$ cat src/rtl/spi_read_capture_pkg.sv
// Shared constants and FSM state type for the SPI read-capture snooper.
// Command opcodes, phase widths and the framing state enum live here.
package spi_pkg;

    localparam logic [7:0] CMD_WR_REG = 8'h01;
    localparam logic [7:0] CMD_RD_REG = 8'h07;
    localparam logic [7:0] CMD_RD_MEM = 8'h0B;

    localparam int CMD_BITS  = 8;
    localparam int ADDR_BITS = 32;
    localparam int DATA_BITS = 32;
    localparam int WREG_BITS = 8;

    // Wide enough for the longest phase, including long dummy runs.
    localparam int CNT_W = 8;

    typedef enum logic [2:0] {
        IDLE,
        CMD,
        ADDR,
        DUMMY,
        RDATA,
        WDATA
    } state_t;

endpackage

$ cat src/rtl/spi_read_capture_if.sv
// Snooped SPI lines, fetch request and capture-FIFO readout of spi_read_capture.
// The slave modport is the capture block's view; master is the stimulus side.
interface spi_read_capture_if
    import spi_pkg::*;
#(
    parameter int DEPTH = 8
);
    localparam int CW = $clog2(DEPTH) + 1;

    logic                 spi_sclk_i;
    logic                 spi_cs_i;
    logic                 spi_sdo_i;
    logic                 spi_sdi_i;
    logic                 fetch_i;
    logic [DATA_BITS-1:0] rdata_o;
    logic [ADDR_BITS-1:0] raddr_o;
    logic                 rvalid_o;
    logic [CW-1:0]        count_o;
    logic                 overflow_o;
    logic                 proto_err_o;

    modport master (
        output spi_sclk_i, spi_cs_i, spi_sdo_i, spi_sdi_i, fetch_i,
        input  rdata_o, raddr_o, rvalid_o, count_o, overflow_o, proto_err_o
    );

    modport slave (
        input  spi_sclk_i, spi_cs_i, spi_sdo_i, spi_sdi_i, fetch_i,
        output rdata_o, raddr_o, rvalid_o, count_o, overflow_o, proto_err_o
    );

endinterface

$ cat src/rtl/spi_read_capture_fifo.sv
// Synchronous capture FIFO with occupancy count; pushes into a full FIFO are
// dropped (flagged on o_drop) unless a pop frees the slot in the same cycle.
module capture_fifo #(
    parameter int WIDTH = 32,
    parameter int DEPTH = 8
) (
    input  logic                     clk_i,
    input  logic                     rst_i,
    input  logic                     i_push,
    input  logic [WIDTH-1:0]         i_data,
    input  logic                     i_pop,
    output logic [WIDTH-1:0]         o_head,
    output logic                     o_empty,
    output logic                     o_full,
    output logic [$clog2(DEPTH):0]   o_count,
    output logic                     o_drop
);
    localparam int AW = $clog2(DEPTH);
    localparam logic [AW:0] FULL_CNT = (AW+1)'(DEPTH);

    logic [WIDTH-1:0] r_mem [DEPTH];
    logic [AW-1:0]    r_wptr, r_rptr;
    logic [AW:0]      r_count;
    logic             w_do_push, w_do_pop;

    assign o_empty   = (r_count == '0);
    assign o_full    = (r_count == FULL_CNT);
    assign w_do_pop  = i_pop & ~o_empty;
    assign w_do_push = i_push & (~o_full | w_do_pop);
    assign o_drop    = i_push & ~w_do_push;
    assign o_head    = r_mem[r_rptr];
    assign o_count   = r_count;

    always_ff @(posedge clk_i or posedge rst_i) begin
        if (rst_i) begin
            for (int i = 0; i < DEPTH; i++) r_mem[i] <= '0;
            r_wptr  <= '0;
            r_rptr  <= '0;
            r_count <= '0;
        end else begin
            if (w_do_push) begin
                r_mem[r_wptr] <= i_data;
                r_wptr        <= r_wptr + AW'(1);
            end
            if (w_do_pop) r_rptr <= r_rptr + AW'(1);
            case ({w_do_push, w_do_pop})
                2'b10:   r_count <= r_count + (AW+1)'(1);
                2'b01:   r_count <= r_count - (AW+1)'(1);
                default: r_count <= r_count;
            endcase
        end
    end

endmodule

$ cat src/rtl/spi_read_capture.sv
// Passive SPI snooper: frames master commands and captures read-response words
// into a FIFO. Define SPI_CAPTURE_ADDR_EN to tag each entry with its address.
module spi_read_capture
    import spi_pkg::*;
#(
    parameter int DEPTH     = 8,
    parameter int DUMMY_MEM = 34,
    parameter int DUMMY_REG = 1
) (
    input  logic              clk_i,
    input  logic              rst_i,
    spi_read_capture_if.slave bus
);
`ifdef SPI_CAPTURE_ADDR_EN
    localparam int FW = ADDR_BITS + DATA_BITS;
`else
    localparam int FW = DATA_BITS;
`endif
    localparam int CW = $clog2(DEPTH) + 1;

    state_t               r_state;
    logic [CNT_W-1:0]     r_cnt;
    logic                 r_sclk_q, r_armed, r_rd, r_push, r_proto_err, r_overflow;
    logic [CMD_BITS-2:0]  r_cmd;
    logic [ADDR_BITS-1:0] r_addr;
    logic [DATA_BITS-1:0] r_data;

    logic                 w_rise, w_last, w_frame_start, w_drop, w_empty, w_full_unused;
    logic [CMD_BITS-1:0]  w_cmd;
    logic [FW-1:0]        w_wdata, w_head;
    logic [CW-1:0]        w_count;

    assign w_rise        = bus.spi_sclk_i & ~r_sclk_q;
    assign w_last        = (r_cnt == '0);
    assign w_frame_start = (r_state == CMD) && (r_cnt == CNT_W'(CMD_BITS - 1));
    assign w_cmd         = {r_cmd, bus.spi_sdo_i};

    always_ff @(posedge clk_i or posedge rst_i) begin
        if (rst_i) begin
            r_state     <= IDLE;
            r_cnt       <= '0;
            r_sclk_q    <= 1'b0;
            r_armed     <= 1'b0;
            r_rd        <= 1'b0;
            r_push      <= 1'b0;
            r_proto_err <= 1'b0;
            r_overflow  <= 1'b0;
            r_cmd       <= '0;
            r_addr      <= '0;
            r_data      <= '0;
        end else begin
            r_sclk_q <= bus.spi_sclk_i;
            r_push   <= 1'b0;
            if (w_drop) r_overflow <= 1'b1;
            if (bus.spi_cs_i) r_armed <= 1'b1;

            // CS high is only legal between frames; anywhere else the word is abandoned.
            if (bus.spi_cs_i) begin
                if (r_state != IDLE && !w_frame_start) r_proto_err <= 1'b1;
                r_state <= IDLE;
            end else begin
                case (r_state)
                    IDLE: if (r_armed) begin
                        r_state <= CMD;
                        r_cnt   <= CNT_W'(CMD_BITS - 1);
                    end
                    CMD: if (w_rise) begin
                        r_cmd <= w_cmd[CMD_BITS-2:0];
                        r_cnt <= r_cnt - CNT_W'(1);
                        if (w_last) begin
                            r_rd    <= (w_cmd == CMD_RD_MEM);
                            r_state <= ADDR;
                            r_cnt   <= CNT_W'(ADDR_BITS - 1);
                            if (w_cmd == CMD_WR_REG) begin
                                r_state <= WDATA;
                                r_cnt   <= CNT_W'(WREG_BITS - 1);
                            end else if (w_cmd == CMD_RD_REG) begin
                                r_addr  <= '0;
                                r_state <= (DUMMY_REG == 0) ? RDATA : DUMMY;
                                r_cnt   <= (DUMMY_REG == 0) ? CNT_W'(DATA_BITS - 1) : CNT_W'(DUMMY_REG - 1);
                            end
                        end
                    end
                    ADDR: if (w_rise) begin
                        r_addr <= {r_addr[ADDR_BITS-2:0], bus.spi_sdo_i};
                        r_cnt  <= r_cnt - CNT_W'(1);
                        if (w_last) begin
                            if (r_rd) begin
                                r_state <= (DUMMY_MEM == 0) ? RDATA : DUMMY;
                                r_cnt   <= (DUMMY_MEM == 0) ? CNT_W'(DATA_BITS - 1) : CNT_W'(DUMMY_MEM - 1);
                            end else begin
                                r_state <= WDATA;
                                r_cnt   <= CNT_W'(DATA_BITS - 1);
                            end
                        end
                    end
                    DUMMY: if (w_rise) begin
                        r_cnt <= r_cnt - CNT_W'(1);
                        if (w_last) begin
                            r_state <= RDATA;
                            r_cnt   <= CNT_W'(DATA_BITS - 1);
                        end
                    end
                    RDATA: if (w_rise) begin
                        r_data <= {r_data[DATA_BITS-2:0], bus.spi_sdi_i};
                        r_cnt  <= r_cnt - CNT_W'(1);
                        if (w_last) begin
                            r_push  <= 1'b1;
                            r_state <= CMD;
                            r_cnt   <= CNT_W'(CMD_BITS - 1);
                        end
                    end
                    WDATA: if (w_rise) begin
                        r_cnt <= r_cnt - CNT_W'(1);
                        if (w_last) begin
                            r_state <= CMD;
                            r_cnt   <= CNT_W'(CMD_BITS - 1);
                        end
                    end
                    default: r_state <= IDLE;
                endcase
            end
        end
    end

`ifdef SPI_CAPTURE_ADDR_EN
    assign w_wdata     = {r_addr, r_data};
    assign bus.raddr_o = w_head[FW-1:DATA_BITS];
`else
    // Address is still shifted so framing stays aligned, but nothing is stored.
    logic w_addr_unused;
    assign w_addr_unused = ^r_addr;
    assign w_wdata       = r_data;
    assign bus.raddr_o   = '0;
`endif

    capture_fifo #(
        .WIDTH (FW),
        .DEPTH (DEPTH)
    ) u_fifo (
        .clk_i   (clk_i),
        .rst_i   (rst_i),
        .i_push  (r_push),
        .i_data  (w_wdata),
        .i_pop   (bus.fetch_i),
        .o_head  (w_head),
        .o_empty (w_empty),
        .o_full  (w_full_unused),
        .o_count (w_count),
        .o_drop  (w_drop)
    );

    assign bus.rdata_o     = w_head[DATA_BITS-1:0];
    assign bus.rvalid_o    = ~w_empty;
    assign bus.count_o     = w_count;
    assign bus.overflow_o  = r_overflow;
    assign bus.proto_err_o = r_proto_err;

endmodule

$ cat src/flat_wrapper.sv
// flat-port wrapper written by rule: the top's interface ports become plain ports
module spi_read_capture_flat import spi_pkg::*;
#(
    parameter int DEPTH     = 8,
    parameter int DUMMY_MEM = 34,
    parameter int DUMMY_REG = 1
)
  (clk_i, rst_i, bus_spi_sclk_i, bus_spi_cs_i, bus_spi_sdo_i, bus_spi_sdi_i, bus_fetch_i, bus_rdata_o, bus_raddr_o, bus_rvalid_o, bus_count_o, bus_overflow_o, bus_proto_err_o);
  spi_read_capture_if #(.DEPTH(DEPTH)) bus_i ();
  input  logic clk_i;
  input  logic rst_i;
  input wire logic [$bits(bus_i.spi_sclk_i)-1:0] bus_spi_sclk_i;
  input wire logic [$bits(bus_i.spi_cs_i)-1:0] bus_spi_cs_i;
  input wire logic [$bits(bus_i.spi_sdo_i)-1:0] bus_spi_sdo_i;
  input wire logic [$bits(bus_i.spi_sdi_i)-1:0] bus_spi_sdi_i;
  input wire logic [$bits(bus_i.fetch_i)-1:0] bus_fetch_i;
  output wire logic [$bits(bus_i.rdata_o)-1:0] bus_rdata_o;
  output wire logic [$bits(bus_i.raddr_o)-1:0] bus_raddr_o;
  output wire logic [$bits(bus_i.rvalid_o)-1:0] bus_rvalid_o;
  output wire logic [$bits(bus_i.count_o)-1:0] bus_count_o;
  output wire logic [$bits(bus_i.overflow_o)-1:0] bus_overflow_o;
  output wire logic [$bits(bus_i.proto_err_o)-1:0] bus_proto_err_o;
  assign bus_i.spi_sclk_i = bus_spi_sclk_i;
  assign bus_i.spi_cs_i = bus_spi_cs_i;
  assign bus_i.spi_sdo_i = bus_spi_sdo_i;
  assign bus_i.spi_sdi_i = bus_spi_sdi_i;
  assign bus_i.fetch_i = bus_fetch_i;
  assign bus_rdata_o = bus_i.rdata_o;
  assign bus_raddr_o = bus_i.raddr_o;
  assign bus_rvalid_o = bus_i.rvalid_o;
  assign bus_count_o = bus_i.count_o;
  assign bus_overflow_o = bus_i.overflow_o;
  assign bus_proto_err_o = bus_i.proto_err_o;
  spi_read_capture #(.DEPTH(DEPTH), .DUMMY_MEM(DUMMY_MEM), .DUMMY_REG(DUMMY_REG)) u_core (.clk_i(clk_i), .rst_i(rst_i), .bus(bus_i));
endmodule
$ cat config.mk
export PLATFORM = sky130hd
export DESIGN_NAME = spi_read_capture_flat
export DESIGN_NICKNAME = d
export VERILOG_FILES = /design/src/rtl/spi_read_capture_pkg.sv /design/src/rtl/spi_read_capture_if.sv /design/src/rtl/spi_read_capture_fifo.sv /design/src/rtl/spi_read_capture.sv /design/src/flat_wrapper.sv
export SDC_FILE = /design/constraint.sdc
export NUM_CORES = 1
export LEC_CHECK = 0
export CORE_AREA = 2 2 227 229
export DETAILED_ROUTE_END_ITERATION = 12
export DIE_AREA = 0 0 229 231
export DONT_BUFFER_PORTS = 1
export PLACE_DENSITY = 0.46
export SYNTH_ARGS = -nofsm -noshare
export SYNTH_HDL_FRONTEND = slang
export SYNTH_SLANG_ARGS = --single-unit
$ cat constraint.sdc
create_clock -name clk_i -period 16.8 [get_ports clk_i]
set_input_delay 3.36 -clock clk_i [delete_from_list [all_inputs] [get_ports clk_i]]
set_output_delay 3.36 -clock clk_i [all_outputs]
set_load 0.03 [all_outputs]
* Word level (Yosys, flattened, before mapping)
Index checks and enable logic that the tools add are counted.
** Word-level totals
- Flip-flop bits (word level) :: 322
- Input bits :: 7
** Operators by class
- $add $sub $neg :: 5
- $lt $le $gt $ge :: 3
- Eq/ne operators :: 26
- Mux-type cells :: 38
- Bitwise operators :: 12
- Reductions and logical operators :: 17
** Operator list (number)
- 256-bit bitwise mux :: 1
- 32-bit binary-select mux with 3-bit select :: 1
- 32-bit demux with 3-bit select :: 1
- 32-bit two-way mux :: 3
- 8-bit two-way mux :: 10
- 8-bit case mux with 5 select lines :: 1
- 3-bit two-way mux :: 12
- 3-bit by 2-bit != test with 1-bit output (second input constant) :: 7
- 8-bit by 3-bit == test with 1-bit output (second input constant) :: 2
- 3-bit case mux with 5 select lines :: 1
- 2-bit by 1-bit != test with 1-bit output (second input constant) :: 5
- 9-bit AND reduction :: 1
- 8-bit by 1-bit == test with 1-bit output (second input constant) :: 1
- 8-bit by 4-bit == test with 1-bit output (second input constant) :: 1
- 4-bit greater-or-equal comparator (second input constant) :: 2
- 8-bit logical NOT :: 1
- 3-bit NOT with 4-bit output :: 2
- 4-bit case mux with 2 select lines :: 1
- 8-bit by 1-bit subtractor with 8-bit output (second input constant) :: 1
- 7-bit AND reduction :: 1
- 3-bit by 1-bit adder with 3-bit output (second input constant) :: 2
- 3-bit by 2-bit == test with 1-bit output (second input constant) :: 2
- 3-bit == test (second input constant) :: 2
- 6-bit two-way mux :: 1
- other kinds (24) :: 39

* Longest topological paths before layout
Gate-level depths: netlist (run 1).
- Word-level depth :: 7
- Gate-level depth with buffers :: 12

* Modules after synthesis
A second synthesis (run 1) with hierarchy kept.
** Second synthesis, totals
- Cells, all modules :: 968
- Area total of the unflattened synthesis :: 15043.2 um^2
** Modules (own cells, without submodules)
- capture_fifo :: instances 1, cells each 722, area an instance 12200.5 um^2, sequential area each 6656.4 um^2
- spi_read_capture :: instances 1, cells each 246, area an instance 2842.7 um^2, sequential area each 1401.3 um^2

* Least setup slack after synthesis (run 1)
Ideal clock, no wire load.
- Path type :: reg-to-output
- Start :: reg u_core.u_fifo.r_rptr[0]
- End :: out bus_rdata_o[15]
- Arrival :: 1.812 ns
- Data required time :: 13.440 ns
- Slack :: 11.628 ns
- Stages on the path, launching flop included :: 5
- Cells stage by stage :: dfrtp_1 -> buf_2 -> buf_2 -> mux4_2 -> mux2_2
** Between the ends
- Cells in the longest elaborated chain, start to end :: 4
** Ends and longest elaborated chain
- start, declared :: line spi_read_capture_fifo.sv:22 : logic [AW-1:0] r_wptr, r_rptr;
- start signal, assigned :: line spi_read_capture_fifo.sv:45 : if (w_do_pop) r_rptr <= r_rptr + AW'(1);
- 3-bit NOT with 4-bit output (implied by the code) :: line spi_read_capture_fifo.sv:31 : assign o_head = r_mem[r_rptr];
- 32-bit binary-select mux with 3-bit select :: line spi_read_capture_fifo.sv:31
- 32-bit two-way mux (implied by the code) (2 in a row) :: line spi_read_capture_fifo.sv:31
- end, declared :: line flat_wrapper.sv:17 : output wire logic [$bits(bus_i.rdata_o)-1:0] bus_rdata_o;
No other way between the ends. The select of a mux whose other input is x is not followed.

* Final worst setup path (run 1)
- Start :: reg u_core.u_fifo.r_rptr[0]
- End :: out bus_rdata_o[31]
Same word-level chain as after synthesis.

==> impl_metrics.ini, run 1 <==
[run_status]
status = complete, no violations

[yosys]
ys_types = 54
ys.flop_type = dfrtp_1
synthArstFlopShare_pct = 100
yosysTopAreaCellShare_pct = 53.9
synth.avg_cell_area_um2 = 15.2
syn-cell-area_um2 = 14900
ys_seq_elements = 322
ys_warn_count = 0
ys_seq_area_share_pct = 53.9
yosys-top-cells-area = dfrtp_1 54%, mux2_2 22%, mux4_2 9.6%
syn_inst = 982
yosys.area.top_type = dfrtp_1
synth_edf_count = 0

[layout]
finish.utilization_pct = 32.9
layout-drive-gt1-share_pct = 48.4
antenna_cells = 0
n_fill_cell = 4996
syn2layout_area_growth_pct = 11.5
nets = 967

[drt]
viasPerCell = 4.71
wire_per_inst_um = 19.5
drtPass1Iterations = 4
postRouteAntennaNets = 0
drc = 0
wirelength_um = 32300
vias = 7802
drtIter0Drc = 421

[critical_path]
cp-start-kind = flip-flop
cp_data_arrival_time_ns = 3.09
rr_endpoint = u_core.u_fifo.r_mem[63]
crit-reg2reg-launch = u_core.u_fifo.o_count[0]
worstPathRequired_ns = 13.44
reg2reg_slack_ns = 13.74
crit_fanout = 41
r2r_cells = 7
endpoint_kind = output pin
crit_type = flip-flop to output pin

[timing]
rsz0062_at_grt = false
tightestPinTransition_ns = 0.945
min_period_ns = 6.45
period_share_pct = 38.4
drv_slew = 0
max_freq_mhz = 155
setup_violations = 0
fin_tns_setup_ns = 0
final_hold_viol_count = 0
fin_skew_ns = 0.0115
relSlewSlack_pct = 37.0

[global_routing]
grt_antenna_before_repair = 0
grt_max_degree = 130
track_usage_pct = 12.6
first_global_vias = 8377
grt-ovfl-total = 0
grt_pass1_wl_um = 51800

[clock_tree]
clk_latency_ns = 0.55
cts-root-buf = clkbuf_16
path_clk_slew_ns = 0.06
cts_buffer_depth = 3
hold_buffers = 0
cts_tree = yes
cts.sinks = 322
h-tree-depth = 2
cts_resized = 0
cts-buffers-inserted = 39
postCtsSetupBuffers = 0

[power_and_ir_drop]
leakagePower_nw = 7.93
p_per_area_nw_per_um2 = 120
worst_ir_drop_vdd_mv = 0.0726

[job]
maxCapViolations = 0

[place]
io_buffers = 0
hpwl_um = 17600
place_congestion = 0.697

[floorplan]
row_count = 83
start_util_pct = 29.5
fp.dieArea_um2 = 52900
num_io_pins = 78
fp.coreArea_um2 = 50700
die_y_um = 231
die-width_um = 229

[worst_hold_path]
min_path_type = flip-flop to flip-flop
hp-start = u_core.r_push
hold_end = u_core.bus.overflow_o
min_path_cells = 1
stage by stage:
| stage | setup slack, ns | instances | area [um^2] | power, W | hold slack (ns) |
|---|---|---|---|---|---|
| after floorplan | 4.53 | 1013 | 15100 | 0.00112 | 0.442 |
| after global placement | 10.89 | 1591 | 15400 | 0.00119 | 0.451 |
| after detailed placement | 10.87 | 1591 | 15400 | 0.00119 | 0.474 |
| after CTS | 10.26 | 1658 | 16700 | 0.00203 | 0.487 |
| after global routing | 10.17 | 1658 | 16700 | 0.00209 | 0.507 |
| final | 10.35 | 1658 | 16700 | 0.00199 | 0.482 |
worst max-delay path, stage by stage, from the launching register on:
cell	delay, ns
dfrtp_4	0.97
buf_4	0.58
mux4_2	0.56
mux2_2	0.38
placed cells by master, fill, tap and decap left out, types with 4 or more instances in the layout:
| cell | instances |
|---|---|
| inv_1 | 8 |
| mux2_4 | 30 |
| clkbuf_16 | 41 |
| nand2b_1 | 4 |
| o21ai_0 | 11 |
| clkbuf_1 | 12 |
| mux4_2 | 64 |
| buf_4 | 16 |
| clkbuf_8 | 5 |
| or4_1 | 4 |
| nor3_1 | 5 |
| nand2_1 | 13 |
| conb_1 | 32 |
| a31oi_1 | 4 |
| xnor2_1 | 6 |
| a21oi_1 | 9 |
| clkinv_2 | 6 |
| dfrtp_1 | 319 |
| ha_1 | 7 |
| mux2_2 | 294 |
| mux2_1 | 5 |
| a21o_1 | 6 |
| nor2_1 | 18 |
| or3_1 | 4 |
how the worst max path moves through the flow:
| stage | startpoint | slack (ns) | end |
|---|---|---|---|
| 6_report | u_core.u_fifo.r_rptr[0] | 10.35 | bus_rdata_o[31] |
| 5_1_grt | u_core.u_fifo.r_rptr[0] | 10.17 | bus_rdata_o[31] |
| 4_1_cts | u_core.u_fifo.r_rptr[0] | 10.26 | bus_rdata_o[31] |
| 3_5_place_dp | u_core.u_fifo.r_rptr[0] | 10.87 | bus_rdata_o[1] |
| 3_3_place_gp | u_core.u_fifo.r_rptr[0] | 10.89 | bus_rdata_o[30] |
| 2_1_floorplan | rst_i | 4.53 | u_core.bus.overflow_o |
per-layer routing:
layer,vias to the layer above,part of all wire (%),GRT usage [%]
li1,3470,-,-
met1,4183,47,17.1
met2,96,47,20.3
met3,53,3.9,2.99
met5,-,0,0
met4,0,1.8,3.23
cells in the mapped netlist (all sizes together) (3+ instances only):
| library cell | n |
|---|---|
| nor2b | 3 |
| nand2b | 4 |
| nor4b | 4 |
| ha | 7 |
| o21ai | 11 |
| a21oi | 9 |
| nor3 | 5 |
| a21o | 6 |
| clkbuf | 18 |
| buf | 100 |
| dfrtp | 322 |
| a31oi | 4 |
| or3 | 4 |
| nand3 | 4 |
| nand4 | 3 |
| nand2 | 14 |
| or4 | 4 |
| xor2 | 3 |
| inv | 9 |
| nor2 | 20 |
| mux2 | 329 |
| mux4 | 64 |
| xnor2 | 6 |
report_power, final:
| group | internal, W | leakage, nW | switching, W |
|---|---|---|---|
| clock | 0.000500 | 0.617 | 0.000327 |
| sequential | 0.000797 | 4.46 | 0.0000955 |
| combinational | 0.000129 | 2.86 | 0.000146 |
| total | 0.00143 | 7.93 | 0.000569 |
registers in the layout, indices dropped and copies added, names as in the netlist:
| signal | count |
|---|---|
| u_core.bus.proto_err_o | 1 |
| u_core.r_sclk_q | 1 |
| u_core.u_fifo.r_mem | 256 |
| u_core.r_cnt | 8 |
| u_core.r_armed | 1 |
| u_core.bus.overflow_o | 1 |
| u_core.r_cmd | 7 |
| u_core.u_fifo.r_rptr | 3 |
| u_core.r_push | 1 |
| u_core.r_rd | 1 |
| u_core.u_fifo.o_count | 4 |
| u_core.r_state | 3 |
| u_core.u_fifo.r_wptr | 3 |
| u_core.r_data | 32 |
cell type report:
type                    count  area (um^2)  area share, %
inverters                  10         50.0          0.300
flip-flops and latches    322         8070           48.4
clock buffers              58         1140           6.84
well taps                 680          851           5.10
clock inverters             9          110          0.660
repair buffers             16          120          0.720
multi-input cells         563         6330           38.0
logic make-up after synthesis:
kind of cell	count (synthesis)	share of synthesized area (%)
other	1	0.0251
AOI/OAI and AO/OA	44	1.93
buffers and inverters	128	4.61
and+or+nand+nor	75	2.98
muxes	395	35.3
adders and majority gates	8	0.720
xor gates and xnor gates	9	0.527
DFF	322	53.9
(Power assumes the default switching activity.)
==> run 2, diff against run 1 <==
- ABC_AREA: unset -> 1
- CORE_AREA: 2 2 227 229 -> 2 2 228 230
- DIE_AREA: 0 0 229 231 -> 0 0 230 232
- clock period: 16.8 -> 6.23 ns (I/O delays scaled with it)
==> run 2 against run 1 <==
  * Die area is 0.87% higher
  * Clock-buffer cell count is 4 lower
  * Critical path depth up 3
  * Power grew to 3.4 times the previous value
  * Utilization shrank 0.56 points
  * Highest routed layer unchanged
  * Largest power group unchanged
  * First-iteration DRC count grew 66%
==> impl_metrics.ini, run 2 <==
[run_status]
status = complete, no violations

[worst_hold_path]
min_path_cells = 2
hold_end = u_core.r_armed
hp-start = u_core.r_armed
min_path_type = flip-flop to flip-flop

[yosys]
synth.avg_cell_area_um2 = 8.78
ys_seq_elements = 322
yosys-top-cells-area = dfrtp_1 53%, nand2_1 11%, o21ai_1 6.2%
synthTopCellsByCount = 457 x nand2_1, 322 x dfrtp_1, 223 x nor2_1, 187 x o21ai_1, 133 x o21ai_0
synthArstFlopShare_pct = 100
yosysTopAreaCellShare_pct = 53.2
yosys.area.top_type = dfrtp_1
syn-cell-area_um2 = 15100
ys_warn_count = 0
yosysMostFrequentCell = nand2_1
ys_types = 40
ys.flop_type = dfrtp_1
ys_seq_area_share_pct = 53.2
syn_inst = 1724
synth_edf_count = 0

[power_and_ir_drop]
pwr-share-clk_pct = 32.3
p_per_area_nw_per_um2 = 411
leakagePower_nw = 7.25
p_int_w = 0.00403
netSwitchingFraction_pct = 40.4
pwr-share-seq_pct = 37.0
switchingPower_w = 0.00273
worst_ir_drop_vdd_mv = 0.173
combinationalPowerShare_pct = 30.7

[place]
dp_slack_ns = 2.16
hpwl_um = 21200
place_congestion = 0.733
placedCellCount = 2309
io_buffers = 0

[clock_tree]
cts_resized = 0
postCtsSetupBuffers = 0
cts_tree = yes
h-tree-depth = 2
cts.sinks = 322
cts_buffer_depth = 3
hold_buffers = 0
path_clk_slew_ns = 0.06
cts-root-buf = clkbuf_16
cts-buffers-inserted = 38
clk_latency_ns = 0.54

[critical_path]
r2r_cells = 11
cp-startpoint = u_core.u_fifo.r_rptr[0]
rr_endpoint = u_core.u_fifo.o_count[3]
cp-start-kind = flip-flop
cp_data_arrival_time_ns = 3.39
reg2reg_slack_ns = 3.52
worstPathRequired_ns = 4.98
crit_type = flip-flop to output pin
crit-reg2reg-launch = u_core.u_fifo.o_count[0]
crit_fanout = 73
endpoint_kind = output pin

[floorplan]
start_util_pct = 29.8
num_io_pins = 78
fp.coreArea_um2 = 50900
fp.dieArea_um2 = 53400
die_y_um = 232
die-width_um = 230
row_count = 83

[job]
maxCapViolations = 0

[global_routing]
first_global_vias = 11000
track_usage_pct = 14.7
grt_antenna_before_repair = 0
grt_max_degree = 164
grt_pass1_wl_um = 62900
grt-ovfl-total = 0

[timing]
whs_ns = 0.461
rsz0062_at_grt = false
setup_violations = 0
drv_slew = 0
relSlewSlack_pct = 30.1
tightestPinTransition_ns = 1.05
final_hold_viol_count = 0
max_freq_mhz = 216
fin_skew_ns = 0.0208
fin_ws_ns = 1.60
min_period_ns = 4.63
fin_tns_setup_ns = 0
period_share_pct = 74.4

[layout]
antenna_cells = 0
final_common_cell = nand2_1
largest_reg_flops = 256
instances_no_fill = 2373
final_cell_mix = 457 x nand2_1, 319 x dfrtp_1, 223 x nor2_1
syn2layout_area_growth_pct = 8.65
layout-drive-gt1-share_pct = 8.33
reg_top3 = u_core.u_fifo.r_mem (256), u_core.r_data (32), u_core.r_cnt (8)
nets = 1684
finish.utilization_pct = 32.3
top_register = u_core.u_fifo.r_mem

[drt]
vias = 11300
drc = 0
drtIter0Drc = 697
wire_per_inst_um = 16.3
viasPerCell = 4.75
postRouteAntennaNets = 0
wirelength_um = 38600
drtPass1Iterations = 5
==> run 2: cells by family after synthesis <==
| logic type | count (synthesis) | synth area share, % |
|---|---|---|
| AO/OA/AOI/OAI | 441 | 17.4 |
| other | 1 | 0.0248 |
| AND/OR/NAND/NOR | 723 | 19.3 |
| flip-flops | 322 | 53.2 |
| XOR/XNOR | 9 | 0.521 |
| adder cells (fa/ha/maj) | 8 | 0.711 |
| buffers and inverters | 220 | 8.87 |
==> run 2: cell type report <==
type | instances | area (um^2)
clock buffers | 54 | 1090
clock inverters | 10 | 125
fillers | 5388 | 34400
inverters | 78 | 303
multi-input cells | 1213 | 5870
flip-flops and latches | 322 | 8070
well taps | 680 | 851
repair buffers | 16 | 145
==> run 2: worst max path at each step <==
| stage | slack, ns | to | cells after the start |
|---|---|---|---|
| 3_3_place_gp | 2.13 | bus_rdata_o[7] | 6 |
| 5_1_grt | 1.36 | bus_rdata_o[10] | 6 |
| 6_report | 1.60 | bus_rdata_o[19] | 6 |
| 3_5_place_dp | 2.16 | bus_rdata_o[7] | 6 |
| 2_1_floorplan | 0.69 | u_core.bus.overflow_o | 1 |
| 4_1_cts | 1.57 | bus_rdata_o[7] | 6 |
==> run 2: power groups by stage <==
stage          logic [W]  registers (W)  clock network [W]
3_3_place_gp     0.00212        0.00254                  0
2_1_floorplan    0.00183        0.00230                  0
3_5_place_dp     0.00212        0.00254                  0
5_1_grt          0.00234        0.00253            0.00235
4_1_cts          0.00212        0.00250            0.00226
6_report         0.00208        0.00250            0.00218
==> run 2: critical path: stages (launching register included) <==
cell	delay [ns]
dfrtp_4	0.75
inv_4	0.46
buf_4	0.55
nor2_1	0.08
o32ai_1	0.58
nand2_1	0.11
nand2_1	0.27
==> run 2: through the flow <==
stage                     cell area [um^2]  total power [W]
final                                16500          0.00676
after global routing                 16500          0.00722
after CTS                            16500          0.00689
after detailed placement             15200          0.00466
after global placement               15200          0.00466
after floorplan                      15300          0.00412
==> run 2: per-layer routing <==
metal / global-route usage, % / up-vias / routed length [um]
met4: 3.55 / 0 / 742
met1: 20.1 / 5468 / 18100
met5: 0 / - / 0
met3: 2.43 / 55 / 1570
li1: - / 5543 / -
met2: 24.5 / 205 / 18100
==> run 3, diff against run 2 <==
- PLACE_DENSITY: 0.46 -> 0.48
- clock period: 6.23 -> 4 ns (I/O delays scaled with it)
==> run 3 against run 2 <==
  * Clock-buffer cell count is 5 higher
  * Non-clock buffer count up 7
  * Sequential power is 48% higher
==> impl_metrics.ini, run 3 (same netlist as run 2, synthesis figures left out) <==
[run_status]
status = complete, no violations

[timing]
max_freq_mhz = 301
rsz0062_at_grt = false
period_share_pct = 83.2
min_period_ns = 3.33
tightestPinTransition_ns = 0.923
drv_slew = 0
whs_ns = 0.253
relSlewSlack_pct = 38.5
fin_ws_ns = 0.674
final_hold_viol_count = 0
fin_skew_ns = 0.0162
setup_violations = 0

[clock_tree]
cts.sinks = 322
postCtsSetupBuffers = 0
path_clk_slew_ns = 0.05
cts-root-buf = clkbuf_16
cts_resized = 0
cts-buffers-inserted = 39
cts_tree = yes
cts_buffer_depth = 3
h-tree-depth = 2
hold_buffers = 0
clk_latency_ns = 0.54

[place]
io_buffers = 0
dp_slack_ns = 1.17
hpwl_um = 21500
place_congestion = 0.759

[global_routing]
grt_pass1_wl_um = 62400
track_usage_pct = 14.7
first_global_vias = 10900
grt_antenna_before_repair = 0
grt-ovfl-total = 0
grt_max_degree = 130

[floorplan]
start_util_pct = 29.8
row_count = 83
fp.coreArea_um2 = 50900
fp.dieArea_um2 = 53400
die-width_um = 230
die_y_um = 232
num_io_pins = 78

[critical_path]
cp_data_arrival_time_ns = 2.53
crit_type = flip-flop to output pin
reg2reg_slack_ns = 1.33
endpoint_kind = output pin
cp-start-kind = flip-flop
worstPathRequired_ns = 3.20
crit_fanout = 73

[layout]
final_common_cell = nand2_1
reg_top3 = u_core.u_fifo.r_mem (256), u_core.r_data (32), u_core.r_cnt (8)
syn2layout_area_growth_pct = 9.24
largest_reg_flops = 256
layout-drive-gt1-share_pct = 8.58
antenna_cells = 0
nets = 1692
finish.utilization_pct = 32.5
final_cell_mix = 457 x nand2_1, 319 x dfrtp_1, 223 x nor2_1
multiInputGateArea_um2 = 5870
n_fill_cell = 5358
top_register = u_core.u_fifo.r_mem
regArea_um2 = 8070

[power_and_ir_drop]
worst_ir_drop_vdd_mv = 0.326
p_total_w = 0.0105
p_per_area_nw_per_um2 = 635
leakagePower_nw = 7.29

[worst_hold_path]
min_path_type = input port to async pin

[job]
maxCapViolations = 0

[drt]
vias = 11200
wire_per_inst_um = 16.1
drtIter0Drc = 918
drtPass1Iterations = 4
viasPerCell = 4.69
wirelength_um = 38400
postRouteAntennaNets = 0
drc = 0
-- run 3: cell types whose count changed in the layout (fill, tap and decap cells not counted) --
| cell | delta |
|---|---|
| buf_12 | +6 |
| buf_4 | +1 |
| bufinv_16 | -2 |
| clkbuf_1 | +3 |
| clkbuf_16 | +1 |
| clkbuf_8 | +1 |
| clkinv_2 | +1 |
| clkinv_8 | -1 |
| inv_6 | -2 |
-- run 3: cell type report --
| cell class | count | share of cell area, % |
|---|---|---|
| repair buffers | 23 | 1.65 |
| well taps | 680 | 5.14 |
| clock buffers | 59 | 6.90 |
| multi-input cells | 1213 | 35.5 |
| inverters | 78 | 1.83 |
| flip-flops and latches | 322 | 48.8 |
| clock inverters | 6 | 0.219 |
-- run 3: worst max-delay path, cell delays in order, from the launching register on --
cell and delay [ns]:
dfrtp_4 0.95, buf_12 0.33, o21ai_0 0.13, o32ai_1 0.14, nand2_1 0.09, nand2_1 0.33
-- run 3: where the power goes --
part           internal, W  switching (W)  total (W)
logic             0.000932        0.00255    0.00348
registers          0.00339       0.000297    0.00369
clock network      0.00195        0.00137    0.00333
total              0.00628        0.00422     0.0105
-- run 3: layer usage --
metal / share of wire [%] / GRT usage, % / vias to the layer above
met5: 0 / 0 / -
met4: 2.1 / 4.50 / 0
met3: 3.7 / 2.39 / 55
met2: 46 / 23.9 / 191
met1: 48 / 20.1 / 5381
li1: - / - / 5545
-- run 3: metrics by stage --
| stage | instance area (um^2) | std cells | TNS [ns] |
|---|---|---|---|
| detailed placement | 15400 | 2316 | 0 |
| global route | 16500 | 2381 | 0 |
| CTS | 16500 | 2381 | 0 |
| finish | 16500 | 2381 | 0 |
| floorplan | 15300 | 1755 | -352.52 |
| global placement | 15400 | 2316 | 0 |
-- run 3: final timing paths --
kind                                          startpoint                  endpoint  cells past startpoint
worst min-delay path                               rst_i  u_core.u_fifo.r_mem[246]                      1
worst min register to register            u_core.r_armed            u_core.r_armed                      2
worst max register to register  u_core.u_fifo.o_count[0]  u_core.u_fifo.o_count[3]                     11
min in group clk_i                        bus_spi_sclk_i           u_core.r_sclk_q                      0
worst max-delay path             u_core.u_fifo.r_rptr[1]            bus_rdata_o[8]                      5
max in group asynchronous                          rst_i  u_core.u_fifo.r_mem[193]                      2
